--- config.mk ---
export PLATFORM = sky130hd
export DESIGN_NAME = bound_flasher
export DESIGN_NICKNAME = d
export VERILOG_FILES = /design/src/rtl/bound_flasher_pkg.sv /design/src/rtl/bound_flasher.sv
export SDC_FILE = /design/constraint.sdc
export NUM_CORES = 1
export LEC_CHECK = 0
export ABC_AREA = 1
export BUFFER_PORTS_ARGS = -buffer_cell sky130_fd_sc_hd__clkbuf_2
export CAP_MARGIN = 40
export CELL_PAD_IN_SITES_DETAIL_PLACEMENT = 0
export CELL_PAD_IN_SITES_GLOBAL_PLACEMENT = 1
export CORE_MARGIN = 2
export CORE_UTILIZATION = 25
export CTS_BUF_LIST = sky130_fd_sc_hd__clkbuf_4
export CTS_CLUSTER_DIAMETER = 80
export DETAILED_ROUTE_END_ITERATION = 7
export HOLD_SLACK_MARGIN = 0.15
export PLACE_DENSITY = 0.52
export SYNTH_ARGS = -nofsm -noshare
export SYNTH_HDL_FRONTEND = slang
export SYNTH_SLANG_ARGS = --single-unit
export TNS_END_PERCENT = 30
--- constraint.sdc ---
create_clock -name clk -period 3.6 [get_ports clk]
set_clock_uncertainty 0.05 [all_clocks]
set_input_delay 0.18 -clock clk [delete_from_list [all_inputs] [get_ports clk]]
set_output_delay 0.18 -clock clk [all_outputs]
set_load 0.1 [all_outputs]
--- src/rtl/bound_flasher_pkg.sv ---
// Shared types and lamp-pattern constants for the bound flasher sequencer.
// The one-lamp shift helpers are used by the next-state logic.
package bound_flasher_pkg;

    localparam int NUM_LEDS = 16;

    typedef enum logic [2:0] {
        IDLE = 3'd0,
        S1   = 3'd1,
        S2   = 3'd2,
        S3   = 3'd3,
        S4   = 3'd4,
        S5   = 3'd5,
        S6   = 3'd6
    } state_t;

    localparam logic [15:0] ALL_OFF   = 16'h0000;
    localparam logic [15:0] LOW5      = 16'h001F;
    localparam logic [15:0] LAMP5_ON  = 16'h003F;
    localparam logic [15:0] LAMP10_ON = 16'h07FF;
    localparam logic [15:0] ALL_ON    = 16'hFFFF;

    // Light the next lamp above the current lit run.
    function automatic logic [15:0] on_step(input logic [15:0] led);
        return {led[14:0], 1'b1};
    endfunction

    // Extinguish the highest lit lamp.
    function automatic logic [15:0] off_step(input logic [15:0] led);
        return {1'b0, led[15:1]};
    endfunction

endpackage

--- src/rtl/bound_flasher.sv ---
// Bound flasher: 16-lamp fill/drain sequencer started by flick, with
// kickback to the previous phase when flick is held at lamp5/lamp10 while filling.
module bound_flasher
    import bound_flasher_pkg::*;
(
    input  logic                clk,
    input  logic                rst_n,
    input  logic                flick,
    output logic [NUM_LEDS-1:0] LED
);

    state_t      state_r;
    state_t      next_state_s;
    logic [15:0] next_led_s;
    logic        kick_s;

    assign kick_s = flick && ((LED == LAMP5_ON) || (LED == LAMP10_ON));

    // Next-state and next-lamp pattern; a phase change and its first step share one edge.
    always_comb begin
        next_state_s = state_r;
        next_led_s   = LED;
        case (state_r)
            IDLE: begin
                if (flick) begin
                    next_state_s = S1;
                    next_led_s   = on_step(LED);
                end else begin
                    next_state_s = IDLE;
                    next_led_s   = ALL_OFF;
                end
            end
            S1: begin
                if (LED == LAMP5_ON) begin
                    next_state_s = S2;
                    next_led_s   = off_step(LED);
                end else begin
                    next_led_s   = on_step(LED);
                end
            end
            S2: begin
                if (LED == ALL_OFF) begin
                    next_state_s = S3;
                    next_led_s   = on_step(LED);
                end else begin
                    next_led_s   = off_step(LED);
                end
            end
            S3: begin
                if (kick_s) begin
                    next_state_s = S2;
                    next_led_s   = off_step(LED);
                end else if (LED == LAMP10_ON) begin
                    next_state_s = S4;
                    next_led_s   = off_step(LED);
                end else begin
                    next_led_s   = on_step(LED);
                end
            end
            S4: begin
                if (LED == LOW5) begin
                    next_state_s = S5;
                    next_led_s   = on_step(LED);
                end else begin
                    next_led_s   = off_step(LED);
                end
            end
            S5: begin
                if (kick_s) begin
                    next_state_s = S4;
                    next_led_s   = off_step(LED);
                end else if (LED == ALL_ON) begin
                    next_state_s = S6;
                    next_led_s   = off_step(LED);
                end else begin
                    next_led_s   = on_step(LED);
                end
            end
            S6: begin
                // Drained: a pending flick restarts the fill without an idle cycle.
                if (LED != ALL_OFF) begin
                    next_led_s   = off_step(LED);
                end else if (flick) begin
                    next_state_s = S1;
                    next_led_s   = on_step(LED);
                end else begin
                    next_state_s = IDLE;
                    next_led_s   = ALL_OFF;
                end
            end
            default: begin
                next_state_s = IDLE;
                next_led_s   = ALL_OFF;
            end
        endcase
    end

    // State and lamp registers.
    always_ff @(posedge clk or negedge rst_n) begin
        if (!rst_n) begin
            state_r <= IDLE;
            LED     <= ALL_OFF;
        end else begin
            state_r <= next_state_s;
            LED     <= next_led_s;
        end
    end

endmodule

==> impl_metrics.py <==
metrics = {
    "timing": {
        "fin_crit_sh_pct": 50.7,
        "fmax_mhz": 548,
        "finalSetupTns_ns": 0,
        "rsz0062_at_grt": "false",
        "drv_slew": 0,
        "hold_viol": 0,
        "period_minus_slack_ns": 1.83,
        "slew_headroom_pct": 61.5,
        "whs_ns": 0.244,
        "worst_pin_slew_ns": 0.575,
        "finalSetupViolations": 0,
    },
    "drt": {
        "met2_length_um": 2260,
        "met3_length_um": 164,
        "ant_nets": 0,
        "first_pass_iters": 4,
        "viasPerCell": 4.78,
        "vias": 1506,
        "drtIter0Drc": 90,
        "drt-met1-wl_um": 2400,
        "drc": 0,
        "detail_route.wl_per_cell_um": 15.6,
        "wirelength_um": 4920,
        "top_layer_used": "met4",
    },
    "setup_path": {
        "reg2reg_from": "state_r[0]$_DFFE_PN0P_",
        "timing.rr.end": "LED[3]$_DFF_PN0_",
        "cp-startpoint": "state_r[0]$_DFFE_PN0P_",
        "cp_slowest_stage_delay_ns": 0.51,
        "critical_path_arrival_ns": 2.06,
        "cp.required_ns": 3.83,
        "critPathKind": "register to register",
        "end_kind": "register",
        "cpMaxStageDelayCell": "dfrtp_1",
        "worstPathMaxFanout": 9,
        "path_cells": "nor2_1 -> inv_1 -> nor2_1 -> nand2_1 -> nand4_4 -> nand2_1 -> nand3b_1",
        "r2r_setup_slack_ns": 1.77,
        "reg2regPathDepth": 7,
        "start_kind": "register",
    },
    "floorplan": {
        "start_util_pct": 26.0,
        "pin_count": 19,
        "core_um2": 5920,
        "die-width_um": 82.4,
        "die_h_um": 82.4,
        "dieArea_um2": 6790,
        "num_rows": 28,
    },
    "place": {
        "place.gp.congestion": 0.785,
        "placed_area_um2": 1700,
        "port_buffers": 18,
        "dpl.hpwl_um": 3600,
    },
    "final_layout": {
        "mostFrequentLayoutCell": "nand2_1",
        "drive_gt1_share_pct": 22.5,
        "fin_area_um2": 1740,
        "diodes": 0,
        "fill_cells": 668,
        "nets": 244,
        "syn_to_final_growth_pct": 12.9,
        "layout_common_cells": "nand2_1 (56), inv_1 (25), nor2_1 (25), dfrtp_1 (19), clkbuf_2 (18)",
    },
    "min_path": {
        "hold_depth": 3,
        "min-delay-start": "flick",
        "min_path_type": "primary input to register",
        "min_delay_worst_endpoint": "LED[2]$_DFF_PN0_",
    },
    "logic_synthesis": {
        "yosysSeqAreaShare_pct": 30.9,
        "synth_seq_cells": 19,
        "synth_nets": 222,
        "synthesis.area_um2": 1540,
        "syn_inst": 219,
        "synth_area_per_cell_um2": 7.02,
        "netlist-cell-type-count": 29,
        "yosys_warnings": 0,
    },
    "outcome": {
        "status": "completed",
    },
    "cts": {
        "clk_latency_ns": 0.33,
        "htreeDepth": 1,
        "clk_pin_slew_ns": 0.16,
        "cts_setup_buffers": 0,
        "cts_buffers": 3,
        "clock_sinks": 19,
        "cts_tree": "built",
        "cts_buffer_depth": 2,
        "cts_root_buffer": "clkbuf_4",
    },
    "grt": {
        "antenna_found_initial": 0,
        "grt_pass1_wl_um": 8050,
        "grt_pass1_vias": 1490,
        "grt_overflow": 0,
        "grt_max_degree": 20,
        "grt.total_usage_pct": 16.1,
    },
    "pwr": {
        "irDropWorstVdd_mv": 0.0898,
        "power_leakage_nw": 0.828,
        "power_mw": 0.358,
        "p_per_area_nw_per_um2": 206,
    },
    "job": {
        "maxCapViolations": 0,
    },
}
critical path: cells and delay by family (launching register included):
| kind | cells | cell delay [ns] |
|---|---|---|
| buf+inv | 1 | 0.07 |
| simple gates | 6 | 1.15 |
| flops | 1 | 0.51 |
state kept, by name, summed over array words and instances (netlist names):
name and cells:
state_r 3, LED 16
worst max-delay path by stage:
stage          slack, ns  cells after the start                endpoint
6_report            1.77                      7        LED[3]$_DFF_PN0_
5_1_grt             1.57                      7        LED[9]$_DFF_PN0_
4_1_cts             1.75                      7        LED[8]$_DFF_PN0_
3_5_place_dp        1.74                      7        LED[8]$_DFF_PN0_
3_3_place_gp        1.72                      7        LED[8]$_DFF_PN0_
2_1_floorplan       1.55                     11  state_r[2]$_DFFE_PN0P_
logic make-up (layout without fill, tap and decap cells):
| group | Yosys count | count (layout) | synth area share [%] |
|---|---|---|---|
| compound gates | 36 | 36 | 15.7 |
| buf+inv | 35 | 56 | 9.85 |
| flops | 19 | 19 | 30.9 |
| simple gates | 129 | 129 | 43.5 |
cell usage after synthesis:
cell | instances | area [um^2]
nand2_4 | 5 | 56.3
inv_1 | 25 | 93.8
a21boi_0 | 3 | 22.5
o211ai_1 | 5 | 37.5
o21ai_0 | 5 | 25.0
nand3b_1 | 4 | 30.0
inv_2 | 6 | 22.5
nand3_4 | 2 | 35.0
nand3_1 | 16 | 80.1
nand3_2 | 1 | 10.0
nor2_1 | 25 | 93.8
o2111ai_1 | 1 | 8.76
clkinv_1 | 1 | 3.75
a31oi_1 | 4 | 25.0
nand4_1 | 2 | 12.5
clkbuf_8 | 1 | 13.8
o211ai_4 | 1 | 21.3
nor3_1 | 2 | 10.0
nor2_2 | 3 | 18.8
o22ai_1 | 11 | 68.8
a211oi_1 | 1 | 7.51
inv_4 | 1 | 6.26
nor2_4 | 3 | 33.8
nand4_4 | 1 | 21.3
nand2_2 | 9 | 56.3
nand2_1 | 56 | 210
a21oi_1 | 5 | 25.0
dfrtp_1 | 19 | 475
buf_6 | 1 | 11.3
metal layers:
layer	track usage [%]	vias to the layer above
li1	-	771
met4	5.67	0
met1	22.3	694
met3	2.28	11
met5	0	-
met2	25.6	30
where the power goes:
group / switching (mW) / internal, mW / leakage [nW]
registers: 0 / 0.214 / 0.177
clock network: 0.0927 / 0.0425 / 0.0139
logic: 0.00766 / 0.00162 / 0.637
cell type report:
cell class	count	area, um^2	share of cell area (%)
timing repair buffer	19	100	5.77
tap	75	93.8	5.41
clock buffer	3	22.5	1.30
sequential	19	475	27.4
clock inverter	1	7.51	0.433
multi-input combinational	165	910	52.4
inverter	33	126	7.28
stage by stage:
step	cells	util, %	setup slack, ns
6_report	315	29.3	1.77
2_1_floorplan	219	-	1.55
5_1_grt	315	29.3	1.57
3_3_place_gp	310	28.6	1.72
3_5_place_dp	310	28.6	1.74
4_1_cts	315	29.3	1.75
what timing repair did:
action | CTS | global route
endpoints found under the hold margin | 19 | 0
resized for setup | 0 | 0
setup endpoints to repair | 0 | 0
hold buffers | 1 | 0
Note: power is estimated with default switching activity, not from simulation.
